==> src/rtl/shiftadd_mult_ctrl.sv <==
// shiftadd_mult_ctrl: sequences a shift-and-add multiplier datapath (load, test LSB, add, shift) with a done/ack handshake.
module shiftadd_mult_ctrl #(
    parameter  int WIDTH = 8,
    localparam int CW    = $clog2(WIDTH + 1)
) (
    input  logic          clk,
    input  logic          reset,
    input  logic          start,
    input  logic          abort,
    input  logic          mul_lsb,
    input  logic          ack,
    output logic          load,
    output logic          add_en,
    output logic          shift_en,
    output logic          busy,
    output logic          done,
    output logic [CW-1:0] iter_left
);
    typedef enum logic [2:0] {IDLE, LOAD, CHECK, ADD, SHIFT, DONE} state_t;
    state_t        state_q, state_d;
    logic [CW-1:0] cnt_q, cnt_d;
    logic          load_q, add_q, shift_q, busy_q, done_q;
    always_comb begin
        state_d = state_q;
        cnt_d   = cnt_q;
        if (abort) begin
            state_d = IDLE;
            cnt_d   = '0;
        end else begin
            case (state_q)
                IDLE:  state_d = start ? LOAD : IDLE;
                LOAD: begin
                    state_d = CHECK;
                    cnt_d   = CW'(WIDTH);
                end
                CHECK: state_d = mul_lsb ? ADD : SHIFT;
                ADD:   state_d = SHIFT;
                // Exit on the last iteration so the counter never wraps below zero
                SHIFT: begin
                    cnt_d   = cnt_q - CW'(1);
                    state_d = (cnt_q == CW'(1)) ? DONE : CHECK;
                end
                DONE: begin
                    cnt_d   = '0;
                    state_d = ack ? IDLE : DONE;
                end
                default: begin
                    state_d = IDLE;
                    cnt_d   = '0;
                end
            endcase
        end
    end
    // Outputs are registered from the next state, so they always mirror state_q
    always_ff @(posedge clk or posedge reset) begin
        if (reset) begin
            state_q <= IDLE;
            cnt_q   <= '0;
            load_q  <= 1'b0;
            add_q   <= 1'b0;
            shift_q <= 1'b0;
            busy_q  <= 1'b0;
            done_q  <= 1'b0;
        end else begin
            state_q <= state_d;
            cnt_q   <= cnt_d;
            load_q  <= state_d == LOAD;
            add_q   <= state_d == ADD;
            shift_q <= state_d == SHIFT;
            busy_q  <= state_d inside {LOAD, CHECK, ADD, SHIFT};
            done_q  <= state_d == DONE;
        end
    end
    assign load      = load_q;
    assign add_en    = add_q;
    assign shift_en  = shift_q;
    assign busy      = busy_q;
    assign done      = done_q;
    assign iter_left = cnt_q;
endmodule

==> config.mk <==
export PLATFORM = sky130hd
export DESIGN_NAME = shiftadd_mult_ctrl
export DESIGN_NICKNAME = d
export VERILOG_FILES = /design/src/rtl/shiftadd_mult_ctrl.sv
export SDC_FILE = /design/constraint.sdc
export NUM_CORES = 1
export LEC_CHECK = 0
export BUFFER_PORTS_ARGS = -buffer_cell sky130_fd_sc_hd__buf_2
export CAP_MARGIN = 20
export CORE_AREA = 5 5 42 44
export DETAILED_ROUTE_END_ITERATION = 7
export DIE_AREA = 0 0 47 49
export PLACE_DENSITY = 0.78
export SYNTH_ARGS = -nofsm -noshare
export SYNTH_HDL_FRONTEND = slang
export SYNTH_SLANG_ARGS = --single-unit
==> constraint.sdc <==
create_clock -name clk -period 3.4 [get_ports clk]
set_clock_uncertainty 0.05 [all_clocks]
set_input_delay 0.17 -clock clk [delete_from_list [all_inputs] [get_ports clk]]
set_output_delay 0.17 -clock clk [all_outputs]
set_load 0.005 [all_outputs]
=== After elaboration in Yosys (flattened, before gate mapping) ===
Index checks and enable logic that the tools add are counted.

* Register bits: 12
* Output and inout port bits: 9
* Input bits: 6
* Logic and storage cells: 31

* Equality and inequality tests: 12
* Muxes and demuxes: 8
* Add/sub/neg operators: 1
* Reductions and logical operators: 3

{| class="wikitable"
|+ Operators with widths
! operator !! count
|-
| one-hot mux 3 bit (6 select lines) || 1
|-
| == test 3 x 2 -> 1 bit, second input constant || 4
|-
| == test 3 bit, second input constant || 4
|-
| two-way mux 3 bit || 4
|-
| one-hot mux 4 bit (3 select lines) || 1
|-
| == test 3 x 1 -> 1 bit, second input constant || 2
|-
| == test 4 x 1 -> 1 bit, second input constant || 1
|-
| two-way mux 4 bit || 1
|-
| nonzero test 4 bit || 1
|-
| subtractor 4 x 1 -> 4 bit, second input constant || 1
|-
| zero test 3 bit || 1
|-
| OR reduction 3 bit || 1
|-
| inequality test 2 x 1 -> 1 bit, second input constant || 1
|-
| two-way mux 1 bit || 1
|}

=== Depth between registers and ports, before layout ===
Gate-level depths: netlist (run 1).

* Depth in word-level cells: 6
* Gate-level depth with buffers: 6
* Gate-level depth less buffers: 6

=== Worst setup path before layout (run 1) ===
Ideal clock, no wire load.

* Kind: reg-to-reg
* Start point: reg state_q[0]
* End point: reg cnt_q[2], in the netlist iter_left[2]
* Path slack: 1,992 ps
* Setup time: 77 ps
* Buffers on the path: 0
* Arrival time: 1,280 ps
* Data required time: 3,273 ps
* Clock period less this slack: 1,408 ps
* Cell stages (with the launch flop): 4
* Cell sequence: dfrtp_1 -> or3b_4 -> or3b_1 -> a21oi_1

* Cells in the longest elaborated chain, start to end: 4
* Elaborated cells between the ends (all ways): 9
* Classes of those cells: eq/ne: 5; mux: 2; reduce/logical: 2

{| class="wikitable"
|+ Ends and longest elaborated chain
! what !! line !! text
|-
| start: declaration || 20 || <nowiki>state_t state_q, state_d;</nowiki>
|-
| start signal: assignment || 65 || <nowiki>state_q <= state_d;</nowiki>
|-
| == test 3 x 2 -> 1 bit or zero test 3 bit (tied branches) || 30 || <nowiki>case (state_q)</nowiki>
|-
| OR reduction 3 bit (no source line) || -- ||
|-
| one-hot mux 4 bit (3 select lines) || 30 ||
|-
| two-way mux 4 bit || 26 || <nowiki>if (abort) begin</nowiki>
|-
| end signal: assignment || 66 || <nowiki>cnt_q <= cnt_d;</nowiki>
|-
| end: declaration || 21 || <nowiki>logic [CW-1:0] cnt_q, cnt_d;</nowiki>
|}

Parallel ways exist; a longest one is shown, timed or not.
A chain may end at the register's enable or synchronous reset.

=== Worst setup path after layout (run 1) ===
* Start point: reg state_q[2]
* End point: reg cnt_q[2], in the netlist iter_left[2]

The elaborated chain is that of the path after synthesis.

==> flow_summary_export.csv, run 1 <==
group,metric,value,unit
flow_run,maxCapViolations,0,
placed_design,io_buffers,14,
critical_path,rr_worst_depth,3,
die,ios,15,
global_route,antenna_found_initial,0,
synth,synth_area_leaders,"dfrtp_1 (47%), a21oi_1 (7.1%), nor2_1 (7.1%)",
die,die_w,47,µm
critical_path,critPathMaxFanout,14,
critical_path,regToRegSetupSlack,1730,ps
power_and_ir_drop,p_int,0.240,mW
drt,drc,0,
synth,synth_ff_type,"dfrtp_1",
synth,synth_area_leader_cell,"dfrtp_1",
clocking,tritoncts,"built",
critical_path,path_cells,"or3b_4 -> or3b_1 -> a21oi_1",
die,die_h,49,µm
synth,synth_top_area_share,47.2,%
power_and_ir_drop,peakVddDrop,0.000235,V
global_route,grt_usage,12.8,%
drt,ant_nets,0,
clocking,ctsResizeCount,0,
worst_hold_path,min_path_cells,2,
synth,syn_avg_cell_area,9.10,µm²
critical_path,cp_data_required_time,3550,ps
sta,slew_violations,0,
critical_path,end_kind,"register",
drt,dr_total_vias,551,
clocking,cts_buffers,3,
drt,vias_per_cell,5.40,
clocking,htree_levels,1,
power_and_ir_drop,switchingPower,0.0835,mW
run_status,status,"complete, no violations",
sta,hold_viol,0,
global_route,grt_overflow,0,
synth,synth_cells,70,
sta,max_freq,597,MHz
drt,drtIter0Drc,9,
layout,fin_util,54.2,%
synth,synth_nets,78,
critical_path,arrival,1820,ps
drt,wirelength,1230,µm
synth,ys_seq_area_share,47.2,%
power_and_ir_drop,p_leak,0.389,nW
sta,slew_headroom,70.6,%
power_and_ir_drop,switching_share,25.8,%
layout,nets,95,
clocking,path_clk_slew,70,ps
sta,setup_tns,0,ps
critical_path,crit_type,"reg2reg",
die,die_area,2300,µm²
sta,worstMarginPinSlew,441,ps
die,rows,14,
synth,ys_types,28,
drt,wl_per_cell,12.1,µm
clocking,insertion_delay,270,ps
synth,yosys_warnings,0,
placed_design,place.gp.congestion,0.839,
sta,finalSetupViolCount,0,
synth,synth-seq-cells,12,
power_and_ir_drop,seqPwrFrac,50.3,%
clocking,clock-sinks,12,
critical_path,startpoint_type,"register",
synth,async_flop_share,100,%
power_and_ir_drop,p_per_area,426,nW/µm²
sta,finalCritPeriodShare,49.2,%
synth,synth-edff-count,0,
global_route,grt_first_pass_wirelength,2210,µm
critical_path,cpPeakStageDelay,560,ps
critical_path,crit_slowest_cell,"dfrtp_1",
sta,min_period,1670,ps
power_and_ir_drop,comb_power_share,15.3,%
layout,diodes,0,
worst_hold_path,hold_class,"in2reg",
die,coreArea,1400,µm²
sta,grt_setup_unrepaired,"false",
clocking,root_buffer,"clkbuf_4",
layout,area_delta_synth_final,19.3,%
global_route,grt_pass1_vias,535,
layout,drive_gt1_share,22.1,%
global_route,grt_max_degree,15,
clocking,clk_path_buf_depth,2,
die,start_util,45.4,%
clocking,post_cts_buffers,0,
synth,syn_area,637,µm²
drt,drtPass1Iterations,4,
placed_design,place_hpwl,959,µm
power_and_ir_drop,clkPwrFrac,34.4,%
-- placed cells by master, fill, tap and decap left out --
master and n:
o31ai_1 1, nand3_1 1, a21boi_1 1, clkbuf_8 1
or3b_4 1, a21o_1 2, nor2b_1 2, nor4_1 1
a2bb2oi_1 1, nand3b_1 1, or3b_1 1, nor3b_1 2
clkbuf_4 3, a31oi_1 1, and2b_1 1, inv_1 4
nor2_1 12, nand2_1 2, a21oi_1 9, mux2i_1 1
buf_2 14, nand2b_1 1, dfrtp_1 12, dlygate4sd3_1 1
o31a_1 1, nor3_1 3, o21ai_1 2, ha_1 2
nand4_1 1, a2111oi_1 1
-- cells by family (layout without fill, tap and decap cells) --
kind of cell | after synthesis | in the layout | synth area share, %
DFF | 12 | 12 | 47.2
adders and majority gates | 2 | 2 | 3.93
muxes | 1 | 1 | 1.57
and+or+nand+nor | 29 | 29 | 24.2
AOI/OAI and AO/OA | 19 | 19 | 18.7
buffers and inverters | 7 | 23 | 4.52
-- per-stage QoR --
stage / std cells / hold slack, ps / worst slack, ps / cell area (µm²) / total power [mW]
6_report: 102 / 65.5 / 1730 / 759 / 0.323
3_5_place_dp: 97 / 146 / 1750 / 713 / 0.215
2_1_floorplan: 70 / -15.3 / 1990 / 637 / 0.198
4_1_cts: 102 / 55.9 / 1740 / 759 / 0.330
5_1_grt: 102 / 65.1 / 1660 / 759 / 0.346
3_3_place_gp: 97 / 138 / 1820 / 713 / 0.213
-- metal layers --
layer,GRT usage [%],part of all wire [%]
met3,2.21,5.2
met4,6.91,1.8
met1,16.9,47
met2,19.2,46
met5,0,0
-- final timing paths --
path,from,endpoint
setup / recovery,state_q[2],iter_left[2]
hold / removal,abort,iter_left[3]
max in group asynchronous,reset,done
min in group asynchronous,reset,busy
hold reg to reg,iter_left[3],iter_left[3]
setup reg to reg,state_q[2],iter_left[2]
-- worst max-delay path, delay by kind of cell (launching register included) --
family	cells	cell delay, ps
compound gates	1	160
simple gates	2	820
flops	1	560
-- final cells by class --
type                            instances  area (µm²)
Sequential cell                        12         300
Fill cell                             134         642
Tap cell                               16        20.0
Inverter                                4        15.0
Multi-Input combinational cell         51         308
Clock buffer                            4        36.3
Timing Repair Buffer                   15        80.1
-- registers in the layout, indices dropped and copies added, names as in the netlist --
signal,flops
busy,1
shift_en,1
load,1
iter_left,4
add_en,1
done,1
state_q,3
-- synth_stat cells, types with 2 or more instances --
master / instances
dfrtp_1: 12
nor2_1: 12
a21oi_1: 9
inv_1: 4
nor3_1: 3
a21o_1: 2
buf_2: 2
ha_1: 2
nand2_1: 2
nor2b_1: 2
nor3b_1: 2
o21ai_1: 2
-- power groups by stage --
stage / Sequential, mW / Combinational, mW / Clock [mW]
floorplan: 0.160 / 0.0384 / 0
detailed placement: 0.166 / 0.0492 / 0
global placement: 0.165 / 0.0480 / 0
finish: 0.163 / 0.0494 / 0.111
global route: 0.165 / 0.0567 / 0.125
CTS: 0.163 / 0.0502 / 0.117
-- timing repair --
item                                    CTS  global route
hold buffers                              1             0
endpoints found under the setup margin    0             0
hold endpoints to repair                 12             0
Note: power is estimated with default switching activity, not from simulation.
==> run 2, diff against run 1 <==
==> constraint.sdc (replaced) <==
create_clock -name clk -period 1.7 [get_ports clk]
set_clock_uncertainty 0.05 [all_clocks]
set_input_delay 0.085 -clock clk [delete_from_list [all_inputs] [get_ports clk]]
set_output_delay 0.085 -clock clk [all_outputs]
set_load 0.005 [all_outputs]
==> run 2 against run 1 <==
  * Routed wire length rose by 19%
  * Cell area rose by 5.3%
  * Total power rose by 110%
  * Sequential power rose by 97%
  * Clock power rose by 100%
  * Register-to-register slack got worse by 1700 ps
  * Via count rose by 4.5%
  * Core utilization rose by 2.9 points
  * Sequential share of layout area fell by 2.0 points
  * Largest cell class unchanged
  * Highest routed layer unchanged
==> flow_summary_export.csv, run 2 (synthesis gave the netlist of run 1 again) <==
group,metric,value,unit
layout,final_cell_area,800,µm²
clocking,htree_levels,1,
clocking,cts_buffers,3,
layout,fin_util,57.1,%
critical_path,cp_data_required_time,1840,ps
layout,layout_common_cells,"buf_2 (14), nor2_1 (12), dfrtp_1 (12)",
run_status,status,"complete, no violations",
placed_design,place_hpwl,1130,µm
clocking,tritoncts,"built",
sta,worstMarginPinSlew,439,ps
critical_path,rr_worst_depth,3,
layout,diodes,0,
critical_path,regToRegEndpoint,"iter_left[2]",
critical_path,critPathMaxFanout,11,
global_route,grt_usage,14.4,%
drt,dr_total_vias,576,
sta,setup_tns,0,ps
layout,drive_gt1_share,25.3,%
drt,wl_met1,647,µm
layout,area_delta_synth_final,25.5,%
placed_design,numPlacedInstances,101,
drt,dr.max_layer_used,"met4",
placed_design,place.gp.congestion,0.868,
global_route,grt_first_pass_wirelength,2430,µm
clocking,clk_path_buf_depth,2,
die,coreArea,1400,µm²
die,rows,14,
die,die_area,2300,µm²
die,ios,15,
clocking,insertion_delay,270,ps
worst_hold_path,worstHoldStart,"ack",
layout,largest_reg_flops,4,
flow_run,maxCapViolations,0,
critical_path,cpPeakStageDelay,500,ps
sta,slew_violations,0,
die,die_h,49,µm
critical_path,startpoint_type,"register",
critical_path,path_cells,"or3b_4 -> or3b_1 -> a21oi_1",
critical_path,regToRegSetupSlack,40,ps
critical_path,crit_slowest_cell,"dfrtp_1",
placed_design,io_buffers,14,
sta,whs,137,ps
drt,drc,0,
drt,wl_met3,88,µm
drt,met2_length,698,µm
layout,nets,100,
worst_hold_path,min_path_cells,4,
drt,wirelength,1470,µm
global_route,grt_overflow,0,
drt,drtIter0Drc,6,
power_and_ir_drop,power,0.665,mW
global_route,antenna_found_initial,0,
clocking,ctsResizeCount,0,
layout,fin_cells,107,
sta,hold_viol,0,
sta,max_freq,604,MHz
sta,setup_slack,44.0,ps
worst_hold_path,min_to,"done",
power_and_ir_drop,peakVddDrop,0.000533,V
critical_path,timing.rr.start,"state_q[0]",
die,die_w,47,µm
critical_path,end_kind,"register",
sta,min_period,1660,ps
worst_hold_path,hold_class,"in2reg",
power_and_ir_drop,p_leak,0.414,nW
clocking,path_clk_slew,80,ps
drt,vias_per_cell,5.38,
drt,drtPass1Iterations,4,
critical_path,arrival,1790,ps
layout,fillers,125,
global_route,grt_pass1_vias,591,
clocking,post_cts_buffers,0,
clocking,clock-sinks,12,
sta,finalCritPeriodShare,97.4,%
sta,slew_headroom,70.7,%
layout,layout_commonest_cell,"buf_2",
power_and_ir_drop,p_per_area,832,nW/µm²
critical_path,crit_type,"reg2reg",
placed_design,placed_area,743,µm²
clocking,root_buffer,"clkbuf_4",
sta,finalSetupViolCount,0,
sta,grt_setup_unrepaired,"false",
global_route,grt_max_degree,13,
die,start_util,45.4,%
drt,wl_per_cell,13.7,µm
drt,ant_nets,0,
placed_design,pre_cts_ws,75.9,ps
==> run 2: worst max path at each step <==
stage | startpoint | to | slack, ps | cells after the start
floorplan | state_q[0] | iter_left[2] | 290 | 3
global placement | state_q[0] | iter_left[2] | 180 | 3
detailed placement | state_q[0] | iter_left[2] | 80 | 3
CTS | state_q[0] | iter_left[2] | 70 | 3
global route | state_q[0] | iter_left[2] | 9 | 3
finish | state_q[0] | iter_left[2] | 40 | 3
==> run 2: power by group <==
part,leakage (nW),switching (mW),internal [mW]
clock,0.0210,0.0939,0.130
combinational,0.230,0.0631,0.0569
sequential,0.163,0.0192,0.302
==> run 2: metal layers <==
| layer | vias to the layer above | track usage [%] |
|---|---|---|
| li1 | 289 | - |
| met1 | 268 | 16.7 |
| met2 | 15 | 21.7 |
| met3 | 4 | 6.64 |
| met4 | 0 | 6.91 |
| met5 | - | 0 |
==> run 2: layout make-up <==
cell class	instances	area, µm²	share of cell area [%]
multi-input cells	51	308	38.5
inverters	4	15.0	1.88
repair buffers	20	120	15.0
well taps	16	20.0	2.50
clock buffers	4	36.3	4.54
flip-flops and latches	12	300	37.6
==> run 2: worst max-delay path: cells and delay by family (launching register included) <==
family / cells / cell delay, ps
AOI/OAI and AO/OA: 1 / 190
DFF: 1 / 500
and+or+nand+nor: 2 / 840
==> run 2: timing repair <==
action                                 in CTS  in global routing
setup endpoints to repair                   0                  0
hold buffers                                2                  0
endpoints found under the hold margin      16                  0
==> run 3, diff against run 2 <==
==> config.mk (replaced) <==
export PLATFORM = sky130hd
export DESIGN_NAME = shiftadd_mult_ctrl
export DESIGN_NICKNAME = d
export VERILOG_FILES = /design/src/rtl/shiftadd_mult_ctrl.sv
export SDC_FILE = /design/constraint.sdc
export NUM_CORES = 1
export LEC_CHECK = 0
export CELL_PAD_IN_SITES_DETAIL_PLACEMENT = 2
export CELL_PAD_IN_SITES_GLOBAL_PLACEMENT = 2
export CORE_AREA = 5 5 50 52
export DETAILED_ROUTE_END_ITERATION = 7
export DIE_AREA = 0 0 55 57
export DONT_BUFFER_PORTS = 1
export PLACE_DENSITY = 0.75
export SYNTH_ARGS = -nofsm -noshare
export SYNTH_HDL_FRONTEND = slang
export SYNTH_SLANG_ARGS = --single-unit
==> run 3 against run 2 <==
  * Register-to-register slack gained 98 ps
  * Die area grew 36%
  * Critical path depth is the same
  * Cell area shrank 3.6%
==> flow_summary_export.csv, run 3 (synthesis gave the netlist of run 1 again) <==
group,metric,value,unit
run_status,status,"complete, no violations",
power_and_ir_drop,p_leak,0.360,nW
drt,dr_total_vias,543,
critical_path,cp_data_required_time,1860,ps
critical_path,crit_type,"reg2reg",
layout,nets,89,
drt,drtIter0Drc,5,
layout,area_delta_synth_final,21.0,%
global_route,grt_max_degree,13,
sta,setup_tns,0,ps
drt,wirelength,1720,µm
critical_path,critPathMaxFanout,10,
layout,layout_common_cells,"nor2_1 (12), dfrtp_1 (11), a21oi_1 (9)",
layout,fillers,254,
die,ios,15,
placed_design,io_buffers,0,
global_route,antenna_found_initial,0,
global_route,grt_usage,12.3,%
clocking,root_buffer,"clkbuf_4",
drt,drc,0,
sta,finalSetupViolCount,0,
critical_path,timing.rr.start,"state_q[0]",
critical_path,startpoint_type,"register",
die,die_h,57,µm
clocking,htree_levels,1,
drt,ant_nets,0,
clocking,clock-sinks,12,
flow_run,maxCapViolations,0,
placed_design,numPlacedInstances,101,
die,coreArea,2060,µm²
worst_hold_path,hold_class,"in2reg",
layout,diodes,0,
layout,largest_reg_flops,4,
drt,drtPass1Iterations,4,
global_route,grt_overflow,0,
critical_path,arrival,1720,ps
drt,wl_per_cell,15.9,µm
layout,fin_cells,108,
clocking,clk_path_buf_depth,2,
power_and_ir_drop,p_per_area,858,nW/µm²
critical_path,regToRegEndpoint,"iter_left[2]",
worst_hold_path,worstHoldStart,"mul_lsb",
layout,drive_gt1_share,15.0,%
sta,min_period,1560,ps
worst_hold_path,min_to,"shift_en",
critical_path,rr_worst_depth,3,
die,die_area,3140,µm²
die,die_w,55,µm
die,rows,17,
sta,grt_setup_unrepaired,"false",
placed_design,place.gp.congestion,0.786,
clocking,cts_buffers,3,
layout,fin_util,37.4,%
die,start_util,30.9,%
sta,hold_viol,0,
sta,worstMarginPinSlew,474,ps
sta,max_freq,642,MHz
critical_path,regToRegSetupSlack,140,ps
worst_hold_path,min_path_cells,3,
power_and_ir_drop,power,0.661,mW
global_route,grt_pass1_vias,571,
sta,slew_violations,0,
layout,layout_commonest_cell,"nor2_1",
placed_design,pre_cts_ws,128,ps
clocking,path_clk_slew,80,ps
critical_path,end_kind,"register",
clocking,post_cts_buffers,0,
sta,setup_slack,142,ps
power_and_ir_drop,peakVddDrop,0.000292,V
global_route,grt_first_pass_wirelength,2700,µm
clocking,insertion_delay,280,ps
clocking,tritoncts,"built",
sta,finalCritPeriodShare,91.6,%
sta,slew_headroom,68.4,%
placed_design,place_hpwl,1300,µm
drt,vias_per_cell,5.03,
==> run 3: cell types whose count changed in the layout (fill, tap and decap cells not counted) <==
cell | previous run | this run
buf_2 | 14 | 0
buf_4 | 4 | 6
dfrtp_1 | 12 | 11
dfrtp_2 | 0 | 1
dlygate4sd3_1 | 2 | 3
==> run 3: per-stage QoR <==
stage | instance area [µm²] | hold WS (ps)
4_1_cts | 769 | 12.5
5_1_grt | 771 | 18.4
6_report | 771 | 28.1
3_3_place_gp | 703 | -33.5
3_5_place_dp | 703 | -18.5
2_1_floorplan | 637 | -100
==> run 3: worst max path at each step <==
stage / slack (ps) / to / startpoint / cells past startpoint
6_report: 140 / iter_left[2] / state_q[0] / 3
5_1_grt: 30 / iter_left[2] / state_q[0] / 3
4_1_cts: 100 / iter_left[2] / state_q[0] / 3
3_5_place_dp: 130 / iter_left[2] / state_q[0] / 3
3_3_place_gp: 150 / iter_left[2] / state_q[0] / 3
2_1_floorplan: 290 / iter_left[2] / state_q[0] / 3
==> run 3: worst max-delay path, cell delays in order (launching register included) <==
cell and delay (ps):
dfrtp_2 480, or3b_4 440, or3b_1 380, a21oi_1 140
==> run 3: final cells by class <==
type	count	area [µm²]	area share (%)
clock buffer	4	36.3	4.71
sequential	12	302	39.1
tap	28	35.0	4.55
inverter	4	15.0	1.95
timing repair buffer	9	75.1	9.74
multi-input combinational	51	308	39.9
==> run 3: metal layers <==
layer | wire length (µm) | up-vias | track usage, %
met4 | 38 | 0 | 7.29
li1 | - | 265 | -
met3 | 109 | 4 | 4.18
met2 | 817 | 12 | 19.4
met1 | 750 | 262 | 13.9
met5 | 0 | - | 0
==> run 3: what timing repair did <==
item                                    4_1_cts  5_1_grt
endpoints found under the setup margin        0        1
hold buffers                                  3        0
hold endpoints to repair                     19        0
gates resized for setup                       0        1
==> run 3: power breakdown <==
part / leakage, nW / switching [mW] / internal, mW
Clock: 0.0210 / 0.0991 / 0.130
Combinational: 0.177 / 0.0589 / 0.0494
Sequential: 0.162 / 0.0208 / 0.302
Total: 0.360 / 0.179 / 0.482
